==> src/rtl/icache_refill_responder.sv <==
// ----------------------------------------------------------------------------
// icache_refill_responder
//
// Memory-side responder for instruction-cache line refills. A one-cycle
// request carries a word address; the responder reads the enclosing line from
// a byte-wide RAM port (one byte per cycle, 1-cycle read latency), assembles
// it little-endian and returns it with a one-cycle resp_valid pulse.
//
// Ports:
//   clk, rst    clock; synchronous active-high reset
//   rdy         global ready, gates request acceptance only
//   req_valid   one-cycle request pulse
//   req_addr    word address of any word within the wanted line
//   resp_valid  one-cycle pulse, resp_data valid
//   resp_data   assembled line, byte k at bits [8k+7:8k]; held until next refill
//   busy        high while a refill is in progress
//   mem_a       RAM byte address
//   mem_din     RAM read data, valid the cycle after mem_a
//
// Optional feature (macro ICACHE_REFILL_LINE_BUF_EN): remember the tag of the
// last completed line; a request hitting it is answered from resp_data in the
// next cycle without touching the RAM.
// ----------------------------------------------------------------------------
module icache_refill_responder #(
  parameter int ADDR_WIDTH     = 17,
  parameter int LINE_WORDS_LOG = 2,
  parameter int MEM_ADDR_WIDTH = ADDR_WIDTH + 2,
  parameter int LINE_WIDTH     = 32 * 2**LINE_WORDS_LOG
) (
  input  logic                      clk,
  input  logic                      rst,
  input  logic                      rdy,
  input  logic                      req_valid,
  input  logic [ADDR_WIDTH-1:0]     req_addr,
  output logic                      resp_valid,
  output logic [LINE_WIDTH-1:0]     resp_data,
  output logic                      busy,
  output logic [MEM_ADDR_WIDTH-1:0] mem_a,
  input  logic [7:0]                mem_din
);

  // Byte offset within a line; the counter wraps naturally after NB bytes.
  localparam int OFS_W = LINE_WORDS_LOG + 2;

  localparam logic [1:0] S_IDLE  = 2'd0;
  localparam logic [1:0] S_READ  = 2'd1;
  localparam logic [1:0] S_DRAIN = 2'd2;
  localparam logic [1:0] S_DONE  = 2'd3;

  logic [1:0]                state;
  logic [OFS_W-1:0]          cnt;
  logic [OFS_W-1:0]          byte_idx;
  logic [MEM_ADDR_WIDTH-1:0] base_a;
  logic                      hit;
  logic                      unused_word_bits;

  // Line-aligned byte address: word-within-line bits of the request are dropped.
  assign base_a = MEM_ADDR_WIDTH'({req_addr[ADDR_WIDTH-1:LINE_WORDS_LOG],
                                   {OFS_W{1'b0}}});
  assign unused_word_bits = ^req_addr[LINE_WORDS_LOG-1:0];

  // Data arriving now belongs to the address issued one cycle earlier. In
  // DRAIN the counter has wrapped to 0, so this yields the last byte (NB-1).
  assign byte_idx = cnt - OFS_W'(1);

  assign resp_valid = (state == S_DONE);
  assign busy       = (state != S_IDLE);

`ifdef ICACHE_REFILL_LINE_BUF_EN
  localparam int TAG_W = ADDR_WIDTH - LINE_WORDS_LOG;

  logic [TAG_W-1:0] tag;
  logic             tag_valid;

  assign hit = tag_valid && (tag == req_addr[ADDR_WIDTH-1:LINE_WORDS_LOG]);
`else
  assign hit = 1'b0;
`endif

  // NOTE: all state uses non-blocking assignments so every register samples
  // the pre-edge values; reset is synchronous, sampled only on clk.
  always_ff @(posedge clk) begin
    if (rst) begin
      state     <= S_IDLE;
      cnt       <= '0;
      mem_a     <= '0;
      // NOTE: the line register is reset because its cleared value is
      // architecturally visible after reset, unlike a plain data buffer.
      resp_data <= '0;
`ifdef ICACHE_REFILL_LINE_BUF_EN
      tag_valid <= 1'b0;
`endif
    end else begin
      case (state)
        S_IDLE: begin
          if (req_valid && rdy) begin
            if (hit) begin
              state <= S_DONE;
            end else begin
              state <= S_READ;
              mem_a <= base_a;
              cnt   <= '0;
            end
          end
        end

        S_READ: begin
          if (cnt != '0) begin
            resp_data[{byte_idx, 3'b000} +: 8] <= mem_din;
          end
          cnt <= cnt + OFS_W'(1);
          if (cnt == '1) begin
            state <= S_DRAIN;             // mem_a holds the last byte address
          end else begin
            mem_a <= mem_a + MEM_ADDR_WIDTH'(1);
          end
        end

        S_DRAIN: begin
          resp_data[{byte_idx, 3'b000} +: 8] <= mem_din;
          state <= S_DONE;
`ifdef ICACHE_REFILL_LINE_BUF_EN
          tag       <= mem_a[MEM_ADDR_WIDTH-1:OFS_W];
          tag_valid <= 1'b1;
`endif
        end

        default: begin                    // S_DONE
          state <= S_IDLE;
        end
      endcase
    end
  end

endmodule

==> config.mk <==
export PLATFORM = sky130hd
export DESIGN_NAME = icache_refill_responder
export DESIGN_NICKNAME = d
export VERILOG_FILES = /design/src/rtl/icache_refill_responder.sv
export SDC_FILE = /design/constraint.sdc
export NUM_CORES = 1
export LEC_CHECK = 0
export CORE_UTILIZATION = 45
export DETAILED_ROUTE_END_ITERATION = 6
export DONT_BUFFER_PORTS = 1
export PLACE_DENSITY = 0.72
export SLEW_MARGIN = 20
export SYNTH_ARGS = -nofsm -noshare
export SYNTH_HDL_FRONTEND = slang
export SYNTH_SLANG_ARGS = --single-unit
==> constraint.sdc <==
create_clock -name clk -period 5.8 [get_ports clk]
set_input_delay 0.87 -clock clk [delete_from_list [all_inputs] [get_ports clk]]
set_output_delay 0.87 -clock clk [all_outputs]
set_load 0.005 [all_outputs]
==> metrics.log, run 1 <==
[metrics] Critical Path RT: 6100 ps
[metrics] post_cts resized: 0
[metrics] number of hold buffers added after cts: 0
[metrics] fin. max-slew vios: 0
[metrics] Die Area: 0.0158 mm²
[metrics] number of distinct library cells after synthesis: 60
[metrics] core region area: 0.0148 mm²
[metrics] share of final-layout standard cells stronger than drive strength 1: 8.09%
[metrics] final-stage net count: 720
[metrics] Max clock buf depth: 2
[metrics] highest clock frequency the design can meet: 328 MHz
[metrics] total of flip-flops plus latches after synthesis: 153
[metrics] detail-routed net length per standard cell: 19.0 µm
[metrics] number of levels the H-tree was split into: 4
[metrics] Tcrit/Tclk final: 52.6%
[metrics] Max Fanout on Critical Path: 14
[metrics] Tightest Pin Transition: 1030 ps
[metrics] number of instances on the worst hold path: 2
[metrics] HPWL reported at the end of detailed placement: 11800 µm
[metrics] mean instance size in the synthesized netlist: 9.92 µm²
[metrics] share of synthesized area occupied by flip-flops and latches: 44.4%
[metrics] power dissipated by switching net loads: 802 µW
[metrics] count of standard-cell rows: 44
[metrics] top post-synthesis cells by area: sky130_fd_sc_hd__dfxtp_1, sky130_fd_sc_hd__mux2i_1, sky130_fd_sc_hd__nand2b_1
[metrics] power density of the placed cells: 349 mW/mm²
[metrics] vias in the first global route: 4879
[metrics] Antenna Nets Post-Route: 0
[metrics] cell area after technology mapping: 0.00689 mm²
[metrics] Inserted Diodes: 0
[metrics] combinational share of power: 16.4%
[metrics] cell at the root of the clock tree: sky130_fd_sc_hd__clkbuf_16
[metrics] skew final: 11.4 ps
[metrics] die outline width: 126 µm
[metrics] post-route cell area: 0.00754 mm²
[metrics] status: finished clean
[metrics] area of combinational cells with multiple inputs: 0.00363 mm²
[metrics] Static Leakage: 0.00312 µW
[metrics] total congestion overflow after global routing: 0
[metrics] Post-Route Setup TNS: 0 ps
[metrics] worst IR drop on VDD: 209 µV
[metrics] largest net degree at the start of global routing: 163
[metrics] insertion delay to the later sink of the worst-skew pair: 430 ps
[metrics] global-route wire length before repair: 26600 µm
[metrics] series of cell instances along the critical path: inv_1 -> ha_1 -> and2_1 -> a211oi_2 -> or2_1 -> nand3_2 -> mux2i_1
[metrics] crit path capture type: flop
[metrics] clock tree from TritonCTS: yes
[metrics] most frequent standard cell in the layout excluding fill and tap cells: sky130_fd_sc_hd__dfxtp_1
[metrics] Min Clock Period, post-route: 3050 ps
[metrics] overall fraction of global-route tracks in use: 21.6%
[metrics] die boundary height: 126 µm
[metrics] Arr. time, crit path: 3350 ps
[metrics] fraction of the core area covered by cells at the end of the flow: 51.1%
[metrics] Hold/Removal Path Class: flop to flop
[metrics] I/O pin total: 178
[metrics] fraction of power consumed by sequential logic: 44.4%
[metrics] first drt pass iteration count: 6
[metrics] post-detailed-route DRC marker count: 0
[metrics] predominant post-synthesis flop cell: sky130_fd_sc_hd__dfxtp_1
[metrics] number of endpoints with negative hold slack in the final report: 0
[metrics] Final Routed Wirelength: 16700 µm
[metrics] share of synthesized flip-flops with an asynchronous set or reset: 0%
[metrics] count of endpoints failing setup in the final report: 0
[metrics] Hold Slack: 497 ps
[metrics] count of flip-flops with a built-in enable after synthesis: 0
[metrics] Sequential Area: 0.00306 mm²
[metrics] Setup Buffers After CTS: 0
[metrics] switching share of power: 30.5%
[metrics] placed standard-cell area: 0.00698 mm²
[metrics] post-synthesis net count: 736
[metrics] RSZ-0062 raised after global routing: no
[metrics] max-cap violation count: 0
[metrics] most frequent cells in the layout: sky130_fd_sc_hd__dfxtp_1, sky130_fd_sc_hd__mux2i_1, sky130_fd_sc_hd__nand2b_1
[metrics] violation count after the first detailed-route iteration: 306
[metrics] standard cell with the maximum stage delay on the critical path: sky130_fd_sc_hd__dfxtp_1
[metrics] slew margin rel.: 31.3%
[metrics] clock-pin slew of the registers on the worst-case setup and hold paths: 60 ps
[metrics] area fraction of the dominant cell type after synthesis: 44.4%
[metrics] RePlAce Congestion: 0.860
[metrics] initial core utilization: 46.7%
[metrics] input/output buffers: 0
[metrics] # fillers: 1335
[metrics] number of vias after detailed routing: 4921
[metrics] highest cell delay on the worst timing path: 610 ps
[metrics] ratio of routed vias to standard cells: 5.62
[metrics] Inserted Clock Buffers: 17
[metrics] initial antenna violation count: 0
[metrics] layout overhead on the synthesized area: 9.46%
[metrics] count of cells along the worst register-to-register path: 7
[metrics] largest area contributor in the synthesized netlist: sky130_fd_sc_hd__dfxtp_1
[metrics] total of warnings raised by yosys: 0
[metrics] gate count of the mapped netlist: 695
[metrics] worst setup path class: flop to flop
[metrics] share of total power in the clock network: 39.2%
[metrics] Clock Sink Count: 153
[metrics] internal portion of total power: 1830 µW
[metrics] type of element launching the critical path: flop
synth_stat cells (2+ instances only):
library cell,number
sky130_fd_sc_hd__dfxtp_1,153
sky130_fd_sc_hd__mux2i_1,123
sky130_fd_sc_hd__nand2b_1,112
sky130_fd_sc_hd__nor2_1,46
sky130_fd_sc_hd__nand2_1,38
sky130_fd_sc_hd__clkbuf_1,26
sky130_fd_sc_hd__nor3_1,16
sky130_fd_sc_hd__a21oi_1,15
sky130_fd_sc_hd__nand3_1,13
sky130_fd_sc_hd__and2_1,12
sky130_fd_sc_hd__ha_1,12
sky130_fd_sc_hd__o21ai_0,12
sky130_fd_sc_hd__inv_1,10
sky130_fd_sc_hd__buf_2,7
sky130_fd_sc_hd__nand4_4,7
sky130_fd_sc_hd__a22oi_1,6
sky130_fd_sc_hd__and3_1,6
sky130_fd_sc_hd__a31oi_1,5
sky130_fd_sc_hd__nand3b_1,5
sky130_fd_sc_hd__nand4_1,5
sky130_fd_sc_hd__xnor2_1,5
sky130_fd_sc_hd__nor2b_1,4
sky130_fd_sc_hd__a21o_1,3
sky130_fd_sc_hd__buf_4,3
sky130_fd_sc_hd__nand3_2,3
sky130_fd_sc_hd__nor4_1,3
sky130_fd_sc_hd__or2_2,3
sky130_fd_sc_hd__a2111oi_0,2
sky130_fd_sc_hd__a211oi_1,2
sky130_fd_sc_hd__buf_1,2
sky130_fd_sc_hd__o21bai_1,2
sky130_fd_sc_hd__o31ai_1,2
sky130_fd_sc_hd__or2_1,2
sky130_fd_sc_hd__or3_1,2
sky130_fd_sc_hd__or4_1,2
sky130_fd_sc_hd__xor2_1,2
per-stage QoR:
step                worst slack [ps]  std cells  power [µW]
floorplan                       3360        695        1540
global placement                2790        843        1600
detailed placement              2660        843        1620
CTS                             2680        875        2660
global route                    2490        876        2750
finish                          2750        876        2630
cells by family (layout without fill, tap and decap cells):
logic type | Yosys count | count (layout) | share of synthesized area (%)
flip-flops | 153 | 153 | 44.4
AND/OR/NAND/NOR | 287 | 287 | 24.8
multiplexers | 123 | 123 | 17.9
AO/OA/AOI/OAI | 63 | 63 | 6.50
adder cells (fa/ha/maj) | 12 | 12 | 2.18
XOR/XNOR | 8 | 8 | 1.23
buffers and inverters | 49 | 46 | 2.96
worst paths after layout:
check / from / endpoint / slack [ps]
max reg2reg: cnt[0] / resp_data[19] / 2750
max: cnt[0] / resp_data[19] / 2750
min reg2reg: resp_data[89] / resp_data[89] / 500
min: resp_data[89] / resp_data[89] / 500
per-layer routing:
| layer | GRT usage, % | wire length [µm] | vias up |
|---|---|---|---|
| met1 | 24.8 | 6850 | 2325 |
| met4 | 8.15 | 413 | 0 |
| li1 | - | - | 2378 |
| met2 | 36.7 | 8030 | 190 |
| met5 | 0 | 0 | - |
| met3 | 8.16 | 1370 | 28 |
final cells by class:
cell class                 instances  area share [%]
clock inverter                    13            1.49
tap                              184            3.05
multi-input combinational        493            48.1
sequential                       153            40.6
clock buffer                      19            5.87
inverter                          11           0.547
timing repair buffer               3           0.299
critical path, delay by kind of cell, from the launching register on:
family / cells / cell delay [ps]
simple gates: 3 / 1130
flops: 1 / 610
fa+ha+maj: 1 / 440
compound gates: 1 / 350
mux: 1 / 210
buf+inv: 1 / 190
power groups by stage:
| stage | registers, µW | logic [µW] | clock network, µW |
|---|---|---|---|
| floorplan | 1170 | 370 | 0 |
| global placement | 1190 | 416 | 0 |
| detailed placement | 1190 | 432 | 0 |
| CTS | 1170 | 435 | 1060 |
| global route | 1170 | 477 | 1100 |
| finish | 1170 | 431 | 1030 |
sequential cells by signal (all words and copies together), names as in the netlist:
| name | cells |
|---|---|
| state | 2 |
| mem_a | 19 |
| resp_data | 128 |
| cnt | 4 |
(Power assumes the default switching activity.)
==> run 2, diff against run 1 <==
- clock period: 5.8 -> 3 ns (I/O delays scaled with it)
==> metrics.log, run 2 (synthesized netlist as in run 1, its figures left out) <==
[metrics] Inserted Clock Buffers: 17
[metrics] fin. max-slew vios: 0
[metrics] slew margin rel.: 52.7%
[metrics] Post-Route Setup TNS: 0 ps
[metrics] worst IR drop on VDD: 379 µV
[metrics] power density of the placed cells: 679 mW/mm²
[metrics] Static Leakage: 0.00318 µW
[metrics] count of standard-cell rows: 44
[metrics] detail-routed net length per standard cell: 19.3 µm
[metrics] I/O pin total: 178
[metrics] input/output buffers: 0
[metrics] clock tree from TritonCTS: yes
[metrics] series of cell instances along the critical path: inv_1 -> ha_1 -> and2_1 -> a211oi_2 -> or2_1 -> nand3_2 -> mux2i_1
[metrics] power dissipated by switching net loads: 1600 µW
[metrics] worst setup path class: flop to flop
[metrics] initial antenna violation count: 0
[metrics] layout overhead on the synthesized area: 10.6%
[metrics] largest registers: resp_data: 128 flops, mem_a: 19 flops, cnt: 4 flops
[metrics] switching share of power: 30.8%
[metrics] internal portion of total power: 3580 µW
[metrics] Hold/Removal Path Class: input port to flop
[metrics] final-stage net count: 729
[metrics] die boundary height: 126 µm
[metrics] number of vias after detailed routing: 5006
[metrics] core region area: 0.0148 mm²
[metrics] # fillers: 1321
[metrics] Clock Sink Count: 153
[metrics] Final Routed Wirelength: 17000 µm
[metrics] cell at the root of the clock tree: sky130_fd_sc_hd__clkbuf_16
[metrics] fraction of power consumed by sequential logic: 43.6%
[metrics] placed standard-cell area: 0.00705 mm²
[metrics] share of final-layout standard cells stronger than drive strength 1: 9.42%
[metrics] post_cts resized: 0
[metrics] overall fraction of global-route tracks in use: 21.7%
[metrics] register with the most flip-flops: resp_data
[metrics] RSZ-0062 raised after global routing: no
[metrics] highest clock frequency the design can meet: 380 MHz
[metrics] Tcrit/Tclk final: 87.8%
[metrics] area of combinational cells with multiple inputs: 0.00363 mm²
[metrics] skew final: 10.1 ps
[metrics] ratio of routed vias to standard cells: 5.66
[metrics] Die Area: 0.0158 mm²
[metrics] standard cell with the maximum stage delay on the critical path: sky130_fd_sc_hd__or2_1
[metrics] Tightest Pin Transition: 704 ps
[metrics] clock-pin slew of the registers on the worst-case setup and hold paths: 70 ps
[metrics] most frequent standard cell in the layout excluding fill and tap cells: sky130_fd_sc_hd__dfxtp_1
[metrics] crit path capture type: flop
[metrics] vias in the first global route: 5099
[metrics] Setup Buffers After CTS: 0
[metrics] flip-flop count of the largest register, all copies and words added: 128
[metrics] count of endpoints failing setup in the final report: 0
[metrics] die outline width: 126 µm
[metrics] post-detailed-route DRC marker count: 0
[metrics] combinational share of power: 17.1%
[metrics] max-cap violation count: 0
[metrics] Inserted Diodes: 0
[metrics] Arr. time, crit path: 2970 ps
[metrics] global-route wire length before repair: 26900 µm
[metrics] largest net degree at the start of global routing: 163
[metrics] Critical Path RT: 3340 ps
[metrics] initial core utilization: 46.7%
[metrics] status: finished clean
[metrics] RePlAce Congestion: 0.845
[metrics] total congestion overflow after global routing: 0
[metrics] most frequent cells in the layout: sky130_fd_sc_hd__dfxtp_1, sky130_fd_sc_hd__mux2i_1, sky130_fd_sc_hd__nand2b_1
[metrics] Max Fanout on Critical Path: 8
[metrics] Antenna Nets Post-Route: 0
[metrics] highest cell delay on the worst timing path: 500 ps
[metrics] share of total power in the clock network: 39.3%
[metrics] insertion delay to the later sink of the worst-skew pair: 420 ps
[metrics] number of endpoints with negative hold slack in the final report: 0
[metrics] number of hold buffers added after cts: 0
[metrics] number of levels the H-tree was split into: 4
[metrics] Min Clock Period, post-route: 2630 ps
[metrics] Sequential Area: 0.00306 mm²
[metrics] Hold Slack: 109 ps
[metrics] type of element launching the critical path: flop
[metrics] first drt pass iteration count: 5
[metrics] post-route cell area: 0.00762 mm²
[metrics] Max clock buf depth: 2
[metrics] HPWL reported at the end of detailed placement: 12100 µm
[metrics] violation count after the first detailed-route iteration: 280
## run 2: changes by cell type in the layout (fill, tap and decap cells not counted), sizes merged
cell / change
buf: +9
inv: +3
clkbuf: -1
clkinv: -1
clkinvlp: -1
## run 2: stage by stage
step / setup slack, ps / util, % / power, µW / instances
after floorplan: 565 / - / 2980 / 695
after global placement: 419 / 47.8 / 3130 / 852
after detailed placement: 366 / 47.8 / 3180 / 852
after CTS: 319 / 51.6 / 5200 / 884
after global routing: 174 / 51.7 / 5400 / 885
final: 365 / 51.7 / 5170 / 885
## run 2: layout make-up
| class | count | area share (%) |
|---|---|---|
| tap | 184 | 3.02 |
| timing repair buffer | 12 | 1.18 |
| sequential | 153 | 40.2 |
| clock buffer | 18 | 5.76 |
| inverter | 11 | 0.542 |
| clock inverter | 14 | 1.64 |
| multi-input combinational | 493 | 47.7 |
## run 2: critical path: cells and delay by family (launching register included)
kind / cells / cell delay, ps
adder cells (fa/ha/maj): 1 / 410
flip-flops: 1 / 330
AO/OA/AOI/OAI: 1 / 360
AND/OR/NAND/NOR: 3 / 1120
buffers and inverters: 1 / 90
multiplexers: 1 / 260
## run 2: metal layers
metal  vias to the layer above  share of wire [%]  GRT usage, %
li1                       2385                  -             -
met1                      2426                 41          24.9
met2                       170                 49          36.9
met3                        25                7.6          7.94
met4                         0                2.1          7.94
met5                         -                  0             0
## run 2: path summary, 6_finish.rpt
check,from,end,slack (ps),cells after the start
setup / recovery,cnt[0],resp_data[17],370,7
hold / removal,rst,resp_data[96],110,1
setup reg to reg,cnt[0],resp_data[17],370,7
hold reg to reg,resp_data[87],resp_data[87],490,2
## run 2: power by group through the flow
stage / clock (µW) / combinational [µW] / sequential, µW
finish: 2030 / 884 / 2250
global placement: 0 / 839 / 2290
floorplan: 0 / 715 / 2260
detailed placement: 0 / 885 / 2290
CTS: 2060 / 887 / 2250
global route: 2160 / 973 / 2270
==> run 3, diff against run 2 <==
- SKIP_LAST_GASP: default -> 1
==> results of run 3 <==
Same layout as run 2: the final DEF is identical, and so are final timing and power.
